[src/rtl/sort_host.sv]
// sort_host: host driver for the exchange sorter; fills the register file from an LFSR,
// kicks the sorter, then verifies descending order and a sum checksum on readback.
module sort_host #(
    parameter int AW = 5,
    parameter int DW = 16,
    parameter logic [DW-1:0] SEED = 16'hACE1,
    parameter int TMO = 4
) (
    input  logic          clk,
    input  logic          rst,
    input  logic          start_i,
    input  logic [DW-1:0] seed_in_i,
    output logic          exe_o,
    input  logic          busy_i,
    input  logic [15:0]   delay_i,
    output logic          we_o,
    output logic [AW-1:0] wa_o,
    output logic [DW-1:0] wd_o,
    output logic [AW-1:0] rd_addr_o,
    input  logic [DW-1:0] rd_data_i,
    output logic          done_o,
    output logic          pass_o,
    output logic [1:0]    err_code_o,
    output logic [AW-1:0] err_addr_o,
    output logic [15:0]   cycles_o
);
    localparam int SW = DW + AW;
    localparam int TW = $clog2(TMO) + 1;
    typedef enum logic [2:0] {IDLE, FILL, KICK, WAIT_HI, WAIT_LO, CHECK, DONE} state_t;
    state_t        state_q;
    logic [DW-1:0] lfsr_q, prev_q, lfsr_d;
    logic [AW-1:0] idx_q;
    logic [SW-1:0] sum_w_q, sum_r_q, sum_r_d;
    logic [TW-1:0] timer_q;
    always_comb begin
        lfsr_d  = {1'b0, lfsr_q[DW-1:1]} ^ (lfsr_q[0] ? DW'(16'hB400) : '0);
        sum_r_d = sum_r_q + SW'(rd_data_i);
    end
    // Write/kick/read strobes decode straight from state so reset drops them at once.
    assign exe_o     = state_q == KICK;
    assign we_o      = state_q == FILL;
    assign wa_o      = we_o ? idx_q : '0;
    assign wd_o      = we_o ? lfsr_q : '0;
    assign rd_addr_o = state_q == CHECK ? idx_q : '0;
    always_ff @(posedge clk or posedge rst) begin
        if (rst) begin
            state_q    <= IDLE;
            lfsr_q     <= '0;
            prev_q     <= '0;
            idx_q      <= '0;
            sum_w_q    <= '0;
            sum_r_q    <= '0;
            timer_q    <= '0;
            done_o     <= 1'b0;
            pass_o     <= 1'b0;
            err_code_o <= 2'd0;
            err_addr_o <= '0;
            cycles_o   <= '0;
        end else begin
            case (state_q)
                IDLE, DONE: if (start_i) begin
                    lfsr_q     <= seed_in_i == '0 ? SEED : seed_in_i;
                    idx_q      <= '0;
                    sum_w_q    <= '0;
                    done_o     <= 1'b0;
                    pass_o     <= 1'b0;
                    err_code_o <= 2'd0;
                    err_addr_o <= '0;
                    state_q    <= FILL;
                end
                FILL: begin
                    sum_w_q <= sum_w_q + SW'(lfsr_q);
                    lfsr_q  <= lfsr_d;
                    idx_q   <= idx_q + AW'(1);
                    if (&idx_q) state_q <= KICK;
                end
                KICK: begin
                    timer_q <= '0;
                    state_q <= WAIT_HI;
                end
                WAIT_HI: if (busy_i) state_q <= WAIT_LO;
                else if (timer_q == TW'(TMO - 1)) begin
                    err_code_o <= 2'd3;
                    done_o     <= 1'b1;
                    state_q    <= DONE;
                end else timer_q <= timer_q + TW'(1);
                WAIT_LO: if (!busy_i) begin
                    cycles_o <= delay_i;
                    idx_q    <= '0;
                    sum_r_q  <= '0;
                    state_q  <= CHECK;
                end
                CHECK: if (idx_q != '0 && rd_data_i > prev_q) begin
                    err_code_o <= 2'd1;
                    err_addr_o <= idx_q;
                    done_o     <= 1'b1;
                    state_q    <= DONE;
                end else begin
                    prev_q  <= rd_data_i;
                    sum_r_q <= sum_r_d;
                    idx_q   <= idx_q + AW'(1);
                    if (&idx_q) begin
                        err_code_o <= sum_r_d != sum_w_q ? 2'd2 : 2'd0;
                        pass_o     <= sum_r_d == sum_w_q;
                        done_o     <= 1'b1;
                        state_q    <= DONE;
                    end
                end
                default: state_q <= IDLE;
            endcase
        end
    end
endmodule

[config.mk]
export PLATFORM = sky130hd
export DESIGN_NAME = sort_host
export DESIGN_NICKNAME = d
export VERILOG_FILES = /design/src/rtl/sort_host.sv
export SDC_FILE = /design/constraint.sdc
export NUM_CORES = 1
export LEC_CHECK = 0
export BUFFER_PORTS_ARGS = -buffer_cell sky130_fd_sc_hd__buf_2
export CAP_MARGIN = 20
export CORE_AREA = 2 2 166 184
export DETAILED_ROUTE_END_ITERATION = 10
export DIE_AREA = 0 0 168 186
export GPL_TIMING_DRIVEN = 0
export PLACE_DENSITY = 0.53
export SYNTH_ARGS = -nofsm -noshare
export SYNTH_HDL_FRONTEND = slang
export SYNTH_SLANG_ARGS = --single-unit
[constraint.sdc]
create_clock -name clk -period 3.5 [get_ports clk]
set_clock_uncertainty 0.2 [all_clocks]
set_input_delay 0.7 -clock clk [delete_from_list [all_inputs] [get_ports clk]]
set_output_delay 0.7 -clock clk [all_outputs]
set_load 0.02 [all_outputs]
# Word level (Yosys, flattened, before mapping)

Index checks and enable logic that the tools add are counted.

Output and inout port bits: 53
Input port bits: 52
Logic and storage cells: 107
Flip-flop bits (word level): 110

$lt $le $gt $ge: 1
Eq/ne operators: 20
Mux-type cells: 45
Bitwise logic cells: 3
Reductions and logical operators: 22
$add $sub $neg: 4

Operators by type and width:

| kind                                                                  | number |
|---|---|
| 21-bit one-hot mux with 2 select lines                                | 2 |
| 16-bit 2-to-1 mux                                                     | 4 |
| 21-bit 2-to-1 mux                                                     | 3 |
| 21-bit by 16-bit adder with 21-bit output                             | 2 |
| 16-bit one-hot mux with 2 select lines                                | 1 |
| 5-bit 2-to-1 mux                                                      | 6 |
| 3-bit 2-to-1 mux                                                      | 9 |
| 21-bit equality test                                                  | 1 |
| 21-bit inequality test                                                | 1 |
| 5-bit one-hot mux with 4 select lines                                 | 1 |
| 3-bit one-hot mux with 6 select lines                                 | 1 |
| 16-bit > comparator                                                   | 1 |
| 16-bit zero test                                                      | 1 |
| 15-bit by 16-bit XOR with 16-bit output                               | 1 |
| 5-bit AND reduction                                                   | 3 |
| 2-bit 2-to-1 mux                                                      | 6 |
| 2-bit inequality test, second input constant                          | 6 |
| 5-bit one-hot mux with 2 select lines                                 | 1 |
| 3-bit by 2-bit equality test with 1-bit output, second input constant | 3 |
| 3-bit equality test, second input constant                            | 3 |
| 3-bit AND reduction                                                   | 3 |
| 4-bit AND reduction                                                   | 2 |
| 2-bit nonzero test                                                    | 4 |
| 1-bit 2-to-1 mux                                                      | 7 |
| other kinds (18)                                                      | 23 |

# Longest topological paths before layout

Word-level depth: 6
Depth in mapped cells: 12

# Worst setup path after synthesis

OpenSTA, ideal clock, no wires.

Path kind: in2reg
Start: input port rd_data_i[0]
End: register err_code_o[1]
Library setup time: 0.133 ns
Stages on the path: 12
Arrival time: 3.529 ns
Path buffers: 0
Data required time: 3.167 ns
Setup slack: -0.362 ns
Cell sequence: ha_1 inv_1 fa_1 xnor2_1 or4_1 a2111oi_0 nand4_1 or4_1 a2111oi_2 nand4_1 o21ai_0 a31oi_1

Longest elaborated chain between the ends: 6

Ends and longest elaborated chain:

| element                                   | line | source |
|---|---|---|
| start, declared                           | 20   | `input logic [DW-1:0] rd_data_i,` |
| 21-bit by 16-bit adder with 21-bit output | 37   | `sum_r_d = sum_r_q + SW'(rd_data_i);` |
| 21-bit inequality test                    | 103  | `err_code_o <= sum_r_d != sum_w_q ? 2'd2 : 2'd0;` |
| 2-bit 2-to-1 mux                          | 103  |  |
| 2-bit 2-to-1 mux                          | 102  | `if (&idx_q) begin` |
| 2-bit 2-to-1 mux                          | 93   | `CHECK: if (idx_q != '0 && rd_data_i > prev_q) begin` |
| 2-bit one-hot mux with 3 select lines     | 60   | `case (state_q)` |
| end signal, assigned                      | 103  |  |
| end, declared                             | 23   | `output logic [1:0] err_code_o,` |

Several ways; a longest one is shown, not always the timed one. The select of a mux whose other input is x is not followed.
A chain may end at the register's enable or synchronous reset.

# Worst setup path after layout

Ends and elaborated chain as after synthesis.

==> results.cfg <==
[status]
status = finished with violations
violations = setup timing

[logic_synthesis]
ys_seq_area_frac = 0.379
syn_inst = 821
synth-main-ff-cell = dfrtp_1
synth_area_um2 = 7260
ys_warn_count = 0
syn_nets = 928
ys_ff_latch = 110
synth_edf_count = 0
postSynthAreaPerCell_um2 = 8.85
synthArstFlopShare = 1.00
synth.distinct_cells = 63

[route]
routed_wl_um = 20900
routed_via_density = 4.86
drtIter0Drc = 280
detail-route-antenna-nets = 0
vias = 6404
drt-pass1-iter-count = 5
drc_errors = 0
wl_per_cell_um = 15.9

[floorplan]
row_count = 66
coreArea_um2 = 29300
io_pins = 105
start_util = 0.248
die_h_um = 186
die_w_um = 168
die-area_um2 = 31200

[sta]
rsz0062_at_grt = yes
fin_crit_sh = 1.02
finalSetupViolations = 2
hold_viol = 0
min_period_ns = 3.58
max_freq_mhz = 279
drv_slew = 0
whs_ns = 0.230
setup_slack_ns = -0.0786
relSlewSlack = 0.396
worst_slew_pin_slew_ns = 0.899

[global_route]
overflow = 0
grt_pass1_vias = 6275
antenna_found_initial = 0
grt.total_usage = 0.137
grt_pass1_wl_um = 33900
grt_max_degree = 37

[setup_path]
crit_type = input port to flip-flop
crit_chain = buf_8 -> ha_4 -> inv_2 -> fa_1 -> xnor2_1 -> or4_1 -> a2111oi_2 -> nand4_1 -> or4_4 -> a2111oi_4 -> nand4_1 -> o21ai_2 -> a31oi_1
worstSetupEndpointType = flip-flop
critPathRequiredTime_ns = 3.54
slowest_stage = or4_1
worst_ep_arrival_time_ns = 3.62
crit_family = simple AND/OR/NAND/NOR gates
worstPathMaxFanout = 2
crit_top_cell = nand4_1
cpPeakStageDelay_ns = 0.50
critPathBufInv = 2
critPathLaunchType = input port

[pwr]
p_clk_frac = 0.136
power.density_nw_per_um2 = 896
seqPwrFrac = 0.283
power_frac_comb = 0.581
p_int_mw = 4.17
vdd_ir_drop_max_mv = 0.377
leakagePower_nw = 3.99
finalPower_mw = 7.79
swShare = 0.465
switchingPower_mw = 3.62

[placed_design]
routabilityCongestion = 0.878
port_buffers = 104
place_ws_ns = -0.771
dp_hpwl_um = 16500
placed_cells = 1303

[clocking]
cts_tree = built
clockBufferDepth = 2
htree_levels = 3
numCtsBuffers = 9
cts_root_buffer = clkbuf_16
cts_hold_buf = 0
cts_sinks = 110
clk_latency_ns = 0.36
path_clk_slew_ns = 0.08

[final_layout]
diodes = 0
fin_cells = 1317
fin_nets = 1046
syn_to_final_growth_pct = 19.7
drive_gt1_frac = 0.179
final_util = 0.297

[job]
maxCapViolCount = 0

[hold_path]
hold_path_class = input port to asynchronous set/reset pin
==> worst reg2reg max path: stages, from the launching register on <==
cell	delay (ns)
dfrtp_1	0.41
ha_4	0.17
inv_2	0.05
fa_1	0.43
xnor2_1	0.15
or4_1	0.50
a2111oi_2	0.22
nand4_1	0.14
or4_4	0.46
a2111oi_4	0.19
nand4_1	0.18
o21ai_2	0.23
a31oi_1	0.11
==> cell usage in the layout (no fill, tap or decap), drive strengths merged, types with 10 or more instances in the layout <==
cell,synthesis,routed
mux2,19,19
clkbuf,34,44
buf,7,115
nand2,97,97
a31oi,10,10
a21oi,49,49
xnor2,23,23
nor3,14,14
a22o,13,13
inv,39,40
o21bai,15,15
o21ai,78,78
dfrtp,110,110
xor2,21,21
and3,18,18
nand3,24,24
nor2,54,54
nand4,18,18
ha,53,53
==> cell usage after synthesis (9+ instances only) <==
master | number | share of area
nor2_1 | 54 | 0.028
xor2_1 | 21 | 0.025
nand4_1 | 18 | 0.016
a21o_1 | 9 | 0.0093
o21ai_0 | 77 | 0.053
and3_1 | 18 | 0.016
nor3_1 | 14 | 0.0096
inv_1 | 38 | 0.020
a31oi_1 | 10 | 0.0086
clkbuf_1 | 34 | 0.018
ha_1 | 53 | 0.091
nand3_1 | 24 | 0.017
mux2_2 | 19 | 0.029
o22ai_1 | 9 | 0.0078
a21oi_1 | 49 | 0.034
o21bai_1 | 15 | 0.016
xnor2_1 | 23 | 0.028
a22o_1 | 13 | 0.016
nand2_1 | 97 | 0.050
nand2b_1 | 9 | 0.0078
dfrtp_1 | 110 | 0.38
==> through the flow <==
stage / TNS (ns) / area [µm²]
2_1_floorplan: -0.00757 / 7280
3_3_place_gp: -10.75 / 8270
5_1_grt: -0.450 / 8700
4_1_cts: -0.127 / 8690
3_5_place_dp: -4.22 / 8350
6_report: -0.140 / 8700
==> registers in the layout, indices dropped and copies added, names as in the netlist <==
name	flops
timer_q	3
state_q	3
sum_w_q	21
cycles_o	16
pass_o	1
done_o	1
sum_r_q	21
prev_q	16
err_addr_o	5
lfsr_q	16
err_code_o	2
idx_q	5
==> layout make-up <==
| class | count | area (µm²) |
|---|---|---|
| buffer | 39 | 161 |
| clock buffer | 11 | 233 |
| clock inverter | 4 | 55.1 |
| fill | 3119 | 20600 |
| inverter | 39 | 150 |
| multi-input combinational | 631 | 4260 |
| sequential | 110 | 2750 |
| tap | 374 | 468 |
| timing repair buffer | 109 | 616 |
==> power groups by stage <==
stage | clock (mW) | sequential [mW] | combinational (mW)
2_1_floorplan | 0 | 2.22 | 3.27
3_3_place_gp | 0 | 2.20 | 4.43
3_5_place_dp | 0 | 2.21 | 4.50
4_1_cts | 1.09 | 2.20 | 4.53
5_1_grt | 1.13 | 2.28 | 5.07
6_report | 1.06 | 2.20 | 4.53
==> final timing paths <==
check / slack, ns / end / startpoint / depth (start not counted)
setup / recovery: -0.08 / err_code_o[1] / rd_data_i[0] / 13
hold / removal: 0.23 / err_addr_o[3] / rst / 2
setup reg to reg: -0.05 / err_code_o[1] / sum_r_q[0] / 12
hold reg to reg: 0.29 / sum_r_q[11] / sum_r_q[11] / 2
max in group asynchronous: 2.10 / lfsr_q[12] / rst / 4
min in group clk: 0.29 / sum_r_q[11] / sum_r_q[11] / 2
==> repair_timing <==
action | in CTS | in global routing
setup buffers | 1 | 0
gates resized for setup | 14 | 6
pin swaps | 4 | 2
cloned | 0 | 0
endpoints found under the setup margin | 8 | 18
==> cell families (layout without fill, tap and decap cells) <==
logic type	count (synthesis)	in the layout	synth area share
buffers and inverters	80	202	0.0426
adders and majority gates	55	55	0.0968
DFF	110	110	0.379
AOI/OAI and AO/OA	231	231	0.201
and+or+nand+nor	272	272	0.178
xor gates and xnor gates	47	47	0.0627
muxes	26	26	0.0391
==> routing by layer <==
| layer | wire, µm | GRT usage |
|---|---|---|
| met4 | 367 | 0.0452 |
| met5 | 0 | 0 |
| met2 | 9820 | 0.230 |
| met3 | 548 | 0.0134 |
| met1 | 10200 | 0.186 |
(Power assumes the default switching activity.)
